===== config.mk =====
export PLATFORM = sky130hd
export DESIGN_NAME = quotient_remultiplier
export DESIGN_NICKNAME = d
export VERILOG_FILES = /design/src/rtl/divider_pkg.sv /design/src/rtl/fxp_round_sat.sv /design/src/rtl/quotient_remultiplier.sv
export SDC_FILE = /design/constraint.sdc
export NUM_CORES = 1
export LEC_CHECK = 0
export CELL_PAD_IN_SITES_DETAIL_PLACEMENT = 1
export CELL_PAD_IN_SITES_GLOBAL_PLACEMENT = 2
export CORE_MARGIN = 3
export CORE_UTILIZATION = 37
export CTS_CLUSTER_DIAMETER = 60
export CTS_CLUSTER_SIZE = 16
export DETAILED_ROUTE_END_ITERATION = 8
export GPL_ROUTABILITY_DRIVEN = 0
export GPL_TIMING_DRIVEN = 1
export PLACE_DENSITY = 0.84
export SYNTH_ARGS = -nofsm -noshare
export SYNTH_HDL_FRONTEND = slang
export SYNTH_SLANG_ARGS = --single-unit

===== constraint.sdc =====
create_clock -name clk -period 14.3 [get_ports clk]
set_clock_uncertainty 0.05 [all_clocks]
set_input_delay 2.86 -clock clk [delete_from_list [all_inputs] [get_ports clk]]
set_output_delay 2.86 -clock clk [all_outputs]
set_load 0.005 [all_outputs]

===== src/rtl/divider_pkg.sv =====
// Shared constants and types for the fixed-point divider family.
package divider_pkg;

  localparam int unsigned ARG_BIT_WIDTH = 32;
  localparam int unsigned PRECISION     = 64;
  localparam int unsigned QW            = ARG_BIT_WIDTH + PRECISION;
  localparam int unsigned ACCW          = 2 * ARG_BIT_WIDTH + PRECISION;

  typedef enum logic [1:0] {
    IDLE,
    MUL,
    ROUND,
    DONE
  } rm_state_t;

endpackage


===== src/rtl/fxp_round_sat.sv =====
// Fixed-point round-half-up, drop fraction bits and saturate to OUT_W bits.
module fxp_round_sat #(
  parameter int unsigned IN_W  = 128,
  parameter int unsigned FRAC  = 64,
  parameter int unsigned OUT_W = 32
) (
  input  logic [IN_W-1:0]  acc,
  output logic [OUT_W-1:0] a,
  output logic             ovf
);

  localparam logic [IN_W:0] HALF = (IN_W + 1)'(1) << (FRAC - 1);

  // One extra bit on the sum so the half-LSB add can never wrap.
  logic [IN_W:0]      sum;
  logic [IN_W-FRAC:0] r;

  always_comb begin
    sum = {1'b0, acc} + HALF;
    r   = sum[IN_W:FRAC];
    ovf = |r[IN_W-FRAC:OUT_W];
    a   = ovf ? '1 : r[OUT_W-1:0];
  end

endmodule


===== src/rtl/quotient_remultiplier.sv =====
// Rebuilds dividend A' = round(Q*B / 2^PRECISION) with a one-bit-per-cycle shift-add multiplier.
module quotient_remultiplier
  import divider_pkg::*;
#(
  parameter int unsigned ARG_BIT_WIDTH = divider_pkg::ARG_BIT_WIDTH,
  parameter int unsigned PRECISION     = divider_pkg::PRECISION
) (
  input  logic                               clk,
  input  logic                               rst_n,
  input  logic                               in_valid,
  output logic                               in_ready,
  input  logic [ARG_BIT_WIDTH+PRECISION-1:0] q_in,
  input  logic [ARG_BIT_WIDTH-1:0]           b_in,
  input  logic                               dz_in,
  output logic                               out_valid,
  input  logic                               out_ready,
  output logic [ARG_BIT_WIDTH-1:0]           a_out,
  output logic                               ovf,
  output logic                               dz_out
);

  localparam int unsigned ACC_W = 2 * ARG_BIT_WIDTH + PRECISION;
  localparam int unsigned CNT_W = (ARG_BIT_WIDTH > 1) ? $clog2(ARG_BIT_WIDTH) : 1;
  localparam logic [CNT_W-1:0] CNT_LAST = CNT_W'(ARG_BIT_WIDTH - 1);

  rm_state_t state, state_nxt;

  logic [1:0]               rst_sync;
  logic                     rst_i_n;
  logic [ACC_W-1:0]         acc;
  logic [ACC_W-1:0]         q_sh;
  logic [ARG_BIT_WIDTH-1:0] b_sh;
  logic [CNT_W-1:0]         cnt;
  logic                     dz_q;
  logic                     fast_q;
  logic                     fast_in;
  logic [ARG_BIT_WIDTH-1:0] rnd_a;
  logic                     rnd_ovf;

  // Assert asynchronously, release two clocks after rst_n rises.
  always_ff @(posedge clk or negedge rst_n) begin
    if (!rst_n) rst_sync <= '0;
    else        rst_sync <= {rst_sync[0], 1'b1};
  end
  assign rst_i_n = rst_sync[1];

  assign fast_in   = dz_in || (b_in == '0);
  assign in_ready  = (state == IDLE) && rst_i_n;
  assign out_valid = (state == DONE);

  always_ff @(posedge clk or negedge rst_i_n) begin
    if (!rst_i_n) state <= IDLE;
    else          state <= state_nxt;
  end

  always_comb begin
    state_nxt = state;
    unique case (state)
      IDLE:    if (in_valid) state_nxt = fast_in ? ROUND : MUL;
      MUL:     if (cnt == CNT_LAST) state_nxt = ROUND;
      ROUND:   state_nxt = DONE;
      DONE:    if (out_ready) state_nxt = IDLE;
      default: state_nxt = IDLE;
    endcase
  end

  always_ff @(posedge clk or negedge rst_i_n) begin
    if (!rst_i_n) begin
      acc    <= '0;
      q_sh   <= '0;
      b_sh   <= '0;
      cnt    <= '0;
      dz_q   <= 1'b0;
      fast_q <= 1'b0;
      a_out  <= '0;
      ovf    <= 1'b0;
      dz_out <= 1'b0;
    end else begin
      unique case (state)
        IDLE: begin
          if (in_valid) begin
            q_sh   <= ACC_W'(q_in);
            b_sh   <= b_in;
            dz_q   <= dz_in;
            fast_q <= fast_in;
            acc    <= '0;
            cnt    <= '0;
          end
        end
        MUL: begin
          if (b_sh[0]) acc <= acc + q_sh;
          q_sh <= q_sh << 1;
          b_sh <= b_sh >> 1;
          cnt  <= cnt + CNT_W'(1);
        end
        ROUND: begin
          a_out  <= fast_q ? '0 : rnd_a;
          ovf    <= fast_q ? 1'b0 : rnd_ovf;
          dz_out <= dz_q;
        end
        default: ;
      endcase
    end
  end

  fxp_round_sat #(
    .IN_W  (ACC_W),
    .FRAC  (PRECISION),
    .OUT_W (ARG_BIT_WIDTH)
  ) u_round_sat (
    .acc (acc),
    .a   (rnd_a),
    .ovf (rnd_ovf)
  );

endmodule


# [Word level (Yosys, flattened, before mapping)]
# Index checks and enable logic that the tools add are counted.
[word_totals] register_bits=333 input_bits=133 out_inout_bits=36 word_cells=49
[op_classes] add_sub_neg=3 eq_ne=8 n_mux=17 reduce_logical=10
[op_table] cell="one-hot mux 128 bit (2 select lines)" n=2
[op_table] cell="two-way mux 128 bit" n=3
[op_table] cell="adder 128 x 64 -> 129 bit (second input constant)" n=1
[op_table] cell="adder 128 bit" n=1
[op_table] cell="two-way mux 32 bit" n=3
[op_table] cell="one-hot mux 32 bit (2 select lines)" n=1
[op_table] cell="OR reduction 33 bit" n=1
[op_table] cell="logical NOT 32 bit" n=1
[op_table] cell="one-hot mux 5 bit (2 select lines)" n=1
[op_table] cell="two-way mux 2 bit" n=4
[op_table] cell="one-hot mux 2 bit (4 select lines)" n=1
[op_table] cell="!= test 2 bit (second input constant)" n=3
[op_table] cell="AND reduction 3 bit" n=2
[op_table] cell="adder 5 x 1 -> 5 bit (second input constant)" n=1
[op_table] cell="equality test 5 bit (second input constant)" n=1
[op_table] cell="two-way mux 5 bit" n=1
[op_table] cell="equality test 2 bit (second input constant)" n=2
[op_table] cell="AND reduction 2 bit" n=2
[op_table] cell="equality test 2 x 1 -> 1 bit (second input constant)" n=1
[op_table] cell="logical NOT 2 bit" n=1
[op_table] cell="!= test 2 x 1 -> 1 bit (second input constant)" n=1
[op_table] cell="nonzero test 2 bit" n=1
[op_table] cell="logical AND 1 bit" n=1
[op_table] cell="logical OR 1 bit" n=1
[op_table] cell="two-way mux 1 bit" n=1

# [Depth between registers and ports, before layout]
# Gate-level depths: netlist (run 1).
[logic_depth] word_depth=5 ltp_mapped=14 ltp_nobuf=14

# [Modules after synthesis]
# From an unflattened synthesis (run 1), not the netlist that was laid out.
[hier_totals] cells_unflattened=2716 area_unflattened_um2=23595.1
[modules_own_cells] mod="quotient_remultiplier" instances=1 cells_each=2450 area_per_inst_um2=21499.4 seq_area_each_um2=8333.0
[modules_own_cells] mod="fxp_round_sat" instances=1 cells_each=266 area_per_inst_um2=2095.8 seq_area_each_um2=0.0

# [Worst setup path before layout (run 1)]
# OpenSTA, ideal clock, no wires.
[synth_timing] kind="reg-to-output" startpoint="register rst_sync[1]" endpoint="output in_ready" t_arrival_ps=8123 required_time_ps=11390 setup_slack_ps=3267 path_stages_with_launch=2 path_buffers=0 cell_sequence="dfrtp_1 -> and2_1"
[synth_between] elab_chain_len=1
[synth_rtl] item="from (decl)" line_no="quotient_remultiplier.sv:28" rtl="logic [1:0] rst_sync;"
[synth_rtl] item="from (signal assigned)" line_no="quotient_remultiplier.sv:43" rtl="else rst_sync <= {rst_sync[0], 1'b1};"
[synth_rtl] item="logical AND 1 bit" line_no="quotient_remultiplier.sv:48" rtl="assign in_ready = (state == IDLE) && rst_i_n;"
[synth_rtl] item="to (decl)" line_no="quotient_remultiplier.sv:11" rtl="output logic in_ready,"
# No other way between the ends.

# [Worst setup path after layout (run 1)]
[layout_timing] startpoint="input in_valid" endpoint="register q_sh[73]"
[layout_between] elab_chain_len=2
[layout_rtl] item="from (decl)" line_no="quotient_remultiplier.sv:10" rtl="input logic in_valid,"
[layout_rtl] item="!= test 2 bit (no source line)"
[layout_rtl] item="AND reduction 2 bit (no source line)"
[layout_rtl] item="to (signal assigned)" line_no="quotient_remultiplier.sv:82" rtl="q_sh <= ACC_W'(q_in);"
[layout_rtl] item="to (signal assigned)" line_no="quotient_remultiplier.sv:92" rtl="q_sh <= q_sh << 1;"
[layout_rtl] item="to (decl)" line_no="quotient_remultiplier.sv:31" rtl="logic [ACC_W-1:0] q_sh;"
# No other way between the ends.
# A chain may end at the register's enable or synchronous reset.

==> out/metrics.csv, run 1 <==
stage,metric,value,unit
critical_path,r2r_slack,9.35,ns
logic_synthesis,netlist_area,23500,um^2
floorplanning,core-area,62300,um^2
hold_path,hold_class,register to register,
global_routing,grt-ovfl-total,0,
critical_path,crit_required,14.65,ns
place,dpl.cell_count,3661,
pwr,power,5.23,mW
critical_path,cp-start-kind,input port,
place,port_buffers,168,
critical_path,crit_family,buffers and inverters,
floorplanning,dieArea,66700,um^2
critical_path,startpoint,in_valid,
finish,drive_gt1_frac,0.0532,
timing,tns,0,ns
timing,timing.final.crit_share,0.419,
timing,rsz0062_at_grt,no,
finish,stdcell_count,3734,
critical_path,critPathMaxStageDelay,0.87,ns
logic_synthesis,synth_fp_nets,3071,
pwr,p_leak,11.1,nW
flow_run,max_cap_viol_count,0,
outcome,status,"finished, final reports clean",
timing,min_period,5.99,ns
detailed_routing,wire_per_inst,21.6,um
critical_path,r2r_end,acc[114],
clock_tree,cts_resized,0,
critical_path,critical_path_buf_inv_count,3,
clock_tree,cts_tree,yes,
critical_path,r2r_cells,15,
clock_tree,clock_latency,0.59,ns
clock_tree,cts_root_buffer,clkbuf_16,
logic_synthesis,yosysWarnings,0,
logic_synthesis,synth_flop_cell,dfrtp_1,
global_routing,antenna_found_initial,4,
finish,final_cell_mix,"nand2_1, o21ai_0, dfrtp_1",
timing,max_freq,167,MHz
detailed_routing,route.detailed.drc,0,
global_routing,groute.usage.overall,0.239,
pwr,pwr-share-clk,0.201,
logic_synthesis,avgSynthCellArea,8.40,um^2
clock_tree,hold_buffers,0,
critical_path,crit_chain,"clkdlybuf4s50_1, nand2_1, o21a_4, buf_4, buf_4, o21ai_0",
clock_tree,post_cts_buffers,0,
place,dp_hpwl,61300,um
clock_tree,clkSlewWorstSetupHoldPaths,0.07,ns
finish,final_common_cell,nand2_1,
clock_tree,numCtsBuffers,39,
pwr,internal-power,2.79,mW
detailed_routing,ant_nets,0,
floorplanning,rows,91,
critical_path,cp_max_fo,125,
timing,tightest_slew,1.11,ns
floorplanning,io_pins,169,
timing,finalSetupViolations,0,
floorplanning,dieWidth,258,um
finish,final_net_count,3134,
logic_synthesis,synth-seq-cells,333,
logic_synthesis,synth_edf_count,0,
timing,slew_violations,0,
clock_tree,htree_num_levels,2,
finish,syn_to_final_growth,15.2,%
detailed_routing,routed_wl,80800,um
detailed_routing,vias,21600,
pwr,seqPwrFrac,0.306,
critical_path,path_class,input port to register,
timing,hold_viol_final,0,
pwr,power_density,193,nW/um^2
timing,maxSlewHeadroom,0.261,
critical_path,cp_common_cell,buf_4,
critical_path,cp-endpoint,q_sh[73],
critical_path,critPathCaptureType,register,
logic_synthesis,async_flop_share,1.00,
global_routing,grt_pass1_wl,129000,um
detailed_routing,firstDrtPassIters,5,
pwr,combPwrFrac,0.494,
critical_path,worst_ep_arrival_time,6.34,ns
floorplanning,fp.dieH,258,um
pwr,power_switching_share,0.467,
global_routing,grt_max_degree,147,
floorplanning,start_util,0.378,
logic_synthesis,netlist-cell-type-count,82,
logic_synthesis,synth.yosys.seq_area_share,0.354,
timing,hold_slack,0.306,ns
logic_synthesis,syn_inst,2802,
critical_path,cp.depth,6,
detailed_routing,detail_route.vias_per_cell,5.78,
critical_path,crit_slowest_cell,buf_4,
detailed_routing,drt_iter0_markers,1278,
global_routing,grt_pass1_vias,22800,
clock_tree,cts_num_sinks,333,
pwr,switchingPower,2.44,mW
clock_tree,clockBufferDepth,3,
pwr,ir_worst_vdd,0.147,mV
critical_path,reg2reg_from,q_sh[0],
[sequential cells by signal, indices dropped and copies added, names as in the netlist]
register / flops
dz_out: 1
fast_q: 1
b_sh: 32
q_sh: 128
state: 2
cnt: 5
rst_sync: 2
ovf: 1
dz_q: 1
acc: 128
a_out: 32
[cells by family (layout without fill, tap and decap cells)]
group	after synthesis	count (layout)	synth area share
flops	333	333	0.354
simple gates	883	883	0.175
other cells	1	2	0.000159
mux	134	134	0.0572
xor+xnor	166	166	0.0618
fa+ha+maj	136	136	0.0726
compound gates	929	929	0.241
buf+inv	220	314	0.0376
[worst min-delay path by stage]
stage	startpoint	endpoint	slack, ns	cells after the start
CTS	rst_sync[0]	rst_sync[1]	0.31	0
global placement	rst_sync[0]	rst_sync[1]	0.29	0
finish	rst_sync[0]	rst_sync[1]	0.31	0
global route	rst_sync[0]	rst_sync[1]	0.32	0
floorplan	rst_sync[0]	rst_sync[1]	0.28	0
detailed placement	rst_sync[0]	rst_sync[1]	0.29	0
[per-layer routing]
layer | global-route usage | vias up | part of all wire
met4 | 0.0664 | 4 | 0.025
li1 | - | 10300 | -
met1 | 0.334 | 10800 | 0.47
met5 | 0 | - | 0.00024
met2 | 0.385 | 418 | 0.46
met3 | 0.0387 | 121 | 0.047
[final cells by class]
class	instances	area (um^2)
fillers	7333	35200
repair buffers	184	1830
clock inverters	27	310
inverters	58	218
multi-input cells	2249	14400
clock buffers	45	1020
well taps	837	1050
diodes	1	2.50
flip-flops and latches	333	8340
[worst register-to-register path, cell delays in order, from the launching register on]
cell and delay (ns):
dfrtp_1 0.40, ha_1 0.19, inv_1 0.06, fa_1 0.38, nor2b_1 0.25, o31ai_1 0.18
a21o_1 0.22, o21ai_0 0.54, a31oi_1 0.33, o31ai_2 0.30, buf_4 0.22, a31oi_1 0.26
o21bai_1 0.59, a31oi_1 0.38, o31ai_1 0.34, o211ai_1 0.11
[power by group through the flow]
stage,sequential (mW),clock [mW],combinational (mW)
6_report,1.60,1.05,2.58
4_1_cts,1.60,1.08,2.58
3_5_place_dp,1.61,0,2.56
2_1_floorplan,1.48,0,1.89
5_1_grt,1.65,1.12,2.89
3_3_place_gp,1.59,0,2.47
[Yosys cell counts, drive strengths merged, types with 37 or more instances]
master | number | area [um^2]
nand4 | 89 | 563
o21ai | 367 | 1840
nor3 | 47 | 252
clkbuf | 150 | 563
o21bai | 37 | 278
nand3 | 48 | 240
mux2i | 130 | 1300
a21oi | 278 | 1590
xnor2 | 91 | 797
ha | 135 | 1690
nand2 | 426 | 1610
xor2 | 75 | 657
nor2 | 133 | 512
inv | 57 | 214
a21o | 46 | 345
dfrtp | 333 | 8330
a22o | 45 | 394
[metrics by stage]
| step | setup WS, ns | instance area [um^2] | util |
|---|---|---|---|
| 2_1_floorplan | 3.27 | 23500 | - |
| 3_3_place_gp | 7.97 | 25800 | 0.414 |
| 3_5_place_dp | 7.74 | 25800 | 0.414 |
| 4_1_cts | 8.35 | 27100 | 0.436 |
| 5_1_grt | 7.94 | 27100 | 0.436 |
| 6_report | 8.31 | 27100 | 0.436 |
Power figures use the tool's default switching activity.
==> run 2: changes to the inputs <==
--- a/config.mk
+++ b/config.mk
@@ -8,13 +8,13 @@
 export CELL_PAD_IN_SITES_DETAIL_PLACEMENT = 1
 export CELL_PAD_IN_SITES_GLOBAL_PLACEMENT = 2
 export CORE_MARGIN = 3
-export CORE_UTILIZATION = 37
+export CORE_UTILIZATION = 33
 export CTS_CLUSTER_DIAMETER = 60
 export CTS_CLUSTER_SIZE = 16
 export DETAILED_ROUTE_END_ITERATION = 8
 export GPL_ROUTABILITY_DRIVEN = 0
 export GPL_TIMING_DRIVEN = 1
-export PLACE_DENSITY = 0.84
+export PLACE_DENSITY = 0.79
 export SYNTH_ARGS = -nofsm -noshare
 export SYNTH_HDL_FRONTEND = slang
 export SYNTH_SLANG_ARGS = --single-unit
==> constraint.sdc (replaced) <==
create_clock -name clk -period 5.3 [get_ports clk]
set_clock_uncertainty 0.05 [all_clocks]
set_input_delay 1.06 -clock clk [delete_from_list [all_inputs] [get_ports clk]]
set_output_delay 1.06 -clock clk [all_outputs]
set_load 0.005 [all_outputs]
==> run 2 against run 1 <==
Effect of this change: global-route usage decreased by 1.9 points; sequential cell count unchanged; utilization decreased by 4.5 points; cell count increased by 3.1%; register-to-register slack got worse by 8.5 ns; die area increased by 12%; count of clock-buffer cells in the layout decreased by 1; total power increased to 2.8 times the previous value; clock power increased to 3.0 times the previous value; critical path depth increased by 9; worst hold slack got worse by 0.21 ns; via count increased by 0.77%; critical path type is now register to register; largest power group unchanged.
==> out/metrics.csv, run 2 (synthesized netlist as in run 1, its figures left out) <==
stage,metric,value,unit,change
outcome,status,"finished, final reports clean",,unchanged
hold_path,hold_class,register to async pin,,was register to register
place,port_buffers,168,,unchanged
global_routing,antenna_found_initial,4,,unchanged
pwr,p_leak,11.2,nW,was 11.1 nW
floorplanning,rows,97,,was 91
clock_tree,cts_root_buffer,clkbuf_16,,unchanged
timing,hold_slack,0.0984,ns,was 0.306 ns
finish,regArea,8340,um^2,unchanged
timing,maxSlewHeadroom,0.350,,was 0.261
detailed_routing,drt_iter0_markers,1163,,was 1278
clock_tree,clock_latency,0.57,ns,was 0.59 ns
detailed_routing,ant_nets,0,,unchanged
finish,multi_input_area,14400,um^2,unchanged
flow_run,max_cap_viol_count,0,,unchanged
critical_path,path_class,register to register,,was input port to register
clock_tree,htree_num_levels,2,,unchanged
finish,fill_cells,8252,,was 7333
clock_tree,clkSlewWorstSetupHoldPaths,0.06,ns,was 0.07 ns
finish,final_common_cell,nand2_1,,unchanged
pwr,power_density,528,nW/um^2,was 193 nW/um^2
detailed_routing,vias,21800,,was 21600
critical_path,crit_required,5.71,ns,was 14.65 ns
finish,syn_to_final_growth,16.8,%,was 15.2%
detailed_routing,wire_per_inst,21.7,um,was 21.6 um
clock_tree,numCtsBuffers,41,,was 39
global_routing,grt_max_degree,137,,was 147
timing,rsz0062_at_grt,no,,unchanged
global_routing,groute.usage.overall,0.221,,was 0.239
clock_tree,post_cts_buffers,0,,unchanged
timing,max_freq,222,MHz,
global_routing,grt_pass1_wl,132000,um,was 129000 um
timing,timing.final.crit_share,0.849,,
finish,final_cell_mix,"nand2_1, o21ai_0, dfrtp_1",,unchanged
clock_tree,cts_num_sinks,333,,unchanged
timing,tns,0,ns,unchanged
detailed_routing,routed_wl,83400,um,was 80800 um
timing,slew_violations,0,,unchanged
global_routing,grt_pass1_vias,23000,,was 22800
timing,tightest_slew,0.975,ns,was 1.11 ns
global_routing,grt-ovfl-total,0,,unchanged
place,dp_hpwl,64300,um,was 61300 um
finish,drive_gt1_frac,0.0584,,was 0.0532
timing,hold_viol_final,0,,unchanged
critical_path,cp_max_fo,6,,was 125
floorplanning,start_util,0.334,,was 0.378
clock_tree,clockBufferDepth,3,,unchanged
floorplanning,fp.dieH,273,um,was 258 um
timing,finalSetupViolations,0,,unchanged
floorplanning,dieArea,74600,um^2,was 66700 um^2
critical_path,critPathCaptureType,register,,unchanged
floorplanning,core-area,70400,um^2,was 62300 um^2
detailed_routing,route.detailed.drc,0,,unchanged
floorplanning,dieWidth,273,um,was 258 um
critical_path,cp-start-kind,register,,was input port
clock_tree,hold_buffers,0,,unchanged
clock_tree,cts_resized,0,,unchanged
finish,reg_top3,"acc: 128 flops, q_sh: 128 flops",,unchanged
detailed_routing,detail_route.vias_per_cell,5.65,,was 5.78
finish,final_net_count,3145,,was 3134
pwr,ir_worst_vdd,0.280,mV,was 0.147 mV
floorplanning,io_pins,169,,unchanged
clock_tree,cts_tree,yes,,unchanged
critical_path,worst_ep_arrival_time,4.90,ns,was 6.34 ns
detailed_routing,firstDrtPassIters,5,,unchanged
timing,min_period,4.50,ns,
[run 2: worst paths after layout]
check | start | end | slack [ns] | cells after the start
worst min-delay path | rst_sync[1] | b_sh[14] | 0.1 | 0
worst max-delay path | q_sh[0] | acc[118] | 0.80 | 15
worst min register to register | rst_sync[1] | b_sh[14] | 0.1 | 0
min in group clk | rst_sync[0] | rst_sync[1] | 0.30 | 0
worst max register to register | q_sh[0] | acc[118] | 0.80 | 15
max in group asynchronous | rst_sync[1] | acc[65] | 3.10 | 2
[run 2: worst max-delay path, cell delays in order, from the launching register on]
cell and delay [ns]:
dfrtp_1 0.40, ha_1 0.20, inv_1 0.06, fa_1 0.39, nor2b_1 0.21, o31ai_1 0.17, a21o_1 0.21, o21ai_0 0.17
buf_4 0.17, a31oi_1 0.22, o31ai_2 0.62, a211o_1 0.39, a21oi_1 0.17, o21ai_0 0.56, nor2_1 0.11, a211o_1 0.28
[run 2: area by class of cell]
class / count / share of cell area
multi-input combinational: 2249 / 0.522
sequential: 333 / 0.303
timing repair buffer: 193 / 0.0698
tap: 940 / 0.0428
clock buffer: 44 / 0.0393
clock inverter: 32 / 0.0148
inverter: 58 / 0.00791
antenna: 2 / 0.000182
[run 2: power by group]
group | switching, mW | internal [mW]
clock | 1.32 | 1.79
sequential | 0.837 | 3.41
combinational | 4.53 | 2.63
total | 6.69 | 7.83
[run 2: routing by layer]
| metal | vias to the layer above | track usage | routed length [um] |
|---|---|---|---|
| met4 | 2 | 0.0629 | 2320 |
| li1 | 10300 | - | - |
| met1 | 10900 | 0.291 | 37400 |
| met3 | 130 | 0.0281 | 3780 |
| met5 | - | 0 | 13 |
| met2 | 464 | 0.379 | 39900 |
[run 2: through the flow]
stage	instance area, um^2	util	std cells	setup WS (ns)	total power [mW]
2_1_floorplan	23500	-	2802	1.18	9.08
3_3_place_gp	26000	0.370	3773	0.942	11.2
3_5_place_dp	26000	0.370	3773	0.848	11.4
4_1_cts	27500	0.391	3849	0.801	14.6
5_1_grt	27500	0.391	3851	0.480	15.6
6_report	27500	0.391	3851	0.803	14.5
==> run 3: changes to the inputs <==
==> constraint.sdc (replaced) <==
create_clock -name clk -period 4.1 [get_ports clk]
set_clock_uncertainty 0.05 [all_clocks]
set_input_delay 0.82 -clock clk [delete_from_list [all_inputs] [get_ports clk]]
set_output_delay 0.82 -clock clk [all_outputs]
set_load 0.005 [all_outputs]
==> run 3 against run 2 <==
Effect of this change: worst hold slack improved by 0.076 ns; first-iteration DRC count rose by 12%; register-to-register slack worse by 0.65 ns; non-clock buffer count rose by 77; combinational power increased by 34%; design area increased by 2.5%; largest cell class unchanged; maximum frequency grew 14%; highest routed layer unchanged; total power is 31% higher; critical path depth fell by 3; sequential power grew 28%; critical endpoint is now a_out[0].
==> out/metrics.csv, run 3 (synthesized netlist as in run 1, its figures left out) <==
stage,metric,value,unit,change
place,pre_cts_ws,0.0633,ns,was 0.848 ns
finish,fill_cells,8298,,was 8252
critical_path,worst_ep_arrival_time,4.33,ns,was 4.90 ns
timing,tns,0,ns,unchanged
floorplanning,dieWidth,273,um,unchanged
clock_tree,cts_root_buffer,clkbuf_16,,unchanged
floorplanning,start_util,0.334,,unchanged
timing,maxSlewHeadroom,0.336,,was 0.350
floorplanning,io_pins,169,,unchanged
critical_path,crit_required,4.49,ns,was 5.71 ns
timing,finalSetupViolations,0,,unchanged
clock_tree,clkSlewWorstSetupHoldPaths,0.07,ns,was 0.06 ns
pwr,internal-power,10.4,mW,was 7.83 mW
detailed_routing,wire_per_inst,21.4,um,was 21.7 um
global_routing,grt_pass1_wl,134000,um,was 132000 um
pwr,switchingPower,8.63,mW,was 6.69 mW
hold_path,hold_class,register to async pin,,unchanged
pwr,seqPwrFrac,0.287,,was 0.292
global_routing,grt-ovfl-total,0,,unchanged
finish,multi_input_area,14500,um^2,was 14400 um^2
detailed_routing,drt_iter0_markers,1300,,was 1163
finish,final_common_cell,nand2_1,,unchanged
pwr,power_density,674,nW/um^2,was 528 nW/um^2
timing,min_period,3.94,ns,was 4.50 ns
floorplanning,rows,97,,unchanged
place,dp_hpwl,65100,um,was 64300 um
place,dpl.cell_count,3847,,was 3773
timing,fin_ws,0.158,ns,was 0.803 ns
clock_tree,cts_tree,yes,,unchanged
pwr,ir_worst_vdd,0.453,mV,was 0.280 mV
timing,tightest_slew,0.996,ns,was 0.975 ns
clock_tree,clockBufferDepth,3,,unchanged
finish,finish.utilization,0.400,,was 0.391
clock_tree,cts_num_sinks,333,,unchanged
detailed_routing,detail_route.vias_per_cell,5.60,,was 5.65
timing,slew_violations,0,,unchanged
timing,max_freq,254,MHz,was 222 MHz
global_routing,grt_pass1_vias,23300,,was 23000
pwr,pwr-share-clk,0.206,,was 0.214
detailed_routing,route.detailed.drc,0,,unchanged
finish,reg_top3,"acc: 128 flops, q_sh: 128 flops",,unchanged
floorplanning,fp.dieH,273,um,unchanged
timing,hold_slack,0.174,ns,was 0.0984 ns
clock_tree,clock_latency,0.57,ns,about the same
clock_tree,numCtsBuffers,40,,was 41
global_routing,grt_max_degree,152,,was 137
global_routing,antenna_found_initial,2,,was 4
timing,rsz0062_at_grt,no,,unchanged
pwr,p_leak,11.6,nW,was 11.2 nW
detailed_routing,routed_wl,84000,um,was 83400 um
flow_run,max_cap_viol_count,0,,unchanged
critical_path,r2r_slack,0.16,ns,was 0.80 ns
detailed_routing,firstDrtPassIters,5,,unchanged
finish,regArea,8340,um^2,about the same
pwr,combPwrFrac,0.507,,was 0.493
finish,antenna_cells,0,,was 2
timing,timing.final.crit_share,0.962,,was 0.849
finish,stdcell_count,3923,,was 3851
floorplanning,core-area,70400,um^2,unchanged
critical_path,path_class,register to register,,unchanged
critical_path,critPathCaptureType,register,,unchanged
pwr,power_switching_share,0.455,,was 0.461
place,port_buffers,168,,unchanged
clock_tree,hold_buffers,0,,unchanged
finish,final_net_count,3221,,was 3145
global_routing,groute.usage.overall,0.223,,was 0.221
floorplanning,dieArea,74600,um^2,unchanged
critical_path,cp-start-kind,register,,unchanged
timing,hold_viol_final,0,,unchanged
detailed_routing,vias,22000,,was 21800
finish,final_cell_mix,"nand2_1, o21ai_0, dfrtp_1",,unchanged
finish,syn_to_final_growth,19.7,%,was 16.8%
outcome,status,"finished, final reports clean",,unchanged
clock_tree,htree_num_levels,2,,unchanged
detailed_routing,ant_nets,0,,unchanged
finish,drive_gt1_frac,0.0868,,was 0.0584
critical_path,cp_max_fo,33,,was 6
## run 3: final cells by class
| class | count | area share |
|---|---|---|
| multi-input combinational | 2249 | 0.513 |
| sequential | 333 | 0.296 |
| timing repair buffer | 270 | 0.0913 |
| tap | 940 | 0.0417 |
| clock buffer | 46 | 0.0381 |
| clock inverter | 27 | 0.0125 |
| inverter | 58 | 0.00772 |
## run 3: repair_timing
action | in CTS | in global routing
gates resized for setup | 0 | 21
setup buffers | 0 | 3
setup endpoints to repair | 0 | 54
## run 3: final timing paths
kind                                    end        start  cells after the start
worst max-delay path               a_out[0]      acc[66]                     12
worst min-delay path               b_sh[16]  rst_sync[1]                      0
worst max register to register     a_out[0]      acc[66]                     12
worst min register to register     b_sh[16]  rst_sync[1]                      0
max in group asynchronous           acc[72]  rst_sync[1]                      2
min in group clk                rst_sync[1]  rst_sync[0]                      0
## run 3: power by group through the flow
stage	logic [mW]	clock network, mW	registers (mW)
after detailed placement	9.54	0	5.52
final	9.63	3.90	5.46
after global placement	9.27	0	5.44
after CTS	9.63	4.01	5.47
after global routing	10.7	4.15	5.61
after floorplan	6.60	0	5.14
## run 3: metal layers
metal / wire (um) / vias to the layer above / share of wire / track usage
met1: 38400 / 11000 / 0.46 / 0.299
met2: 40800 / 438 / 0.49 / 0.383
met5: 13 / - / 0.00015 / 0
met3: 2980 / 110 / 0.035 / 0.0229
met4: 1860 / 2 / 0.022 / 0.0544
li1: - / 10400 / - / -
## run 3: stage by stage
stage,cell area [um^2],total power [mW]
floorplan,23500,11.7
global placement,26600,14.7
detailed placement,26600,15.1
CTS,28100,19.1
global route,28200,20.5
finish,28200,19.0
## run 3: critical path, stage by stage, from the launching register on
cell       delay, ns
dfrtp_1         0.48
and4_1          0.32
nand4_1         0.27
nor3_4          0.29
nand2_4         0.12
or4_4           0.59
xor2_1          0.17
nand3_1         0.10
a2111oi_1       0.45
o2111ai_1       0.17
and4bb_2        0.38
buf_12          0.28
a21oi_1         0.12
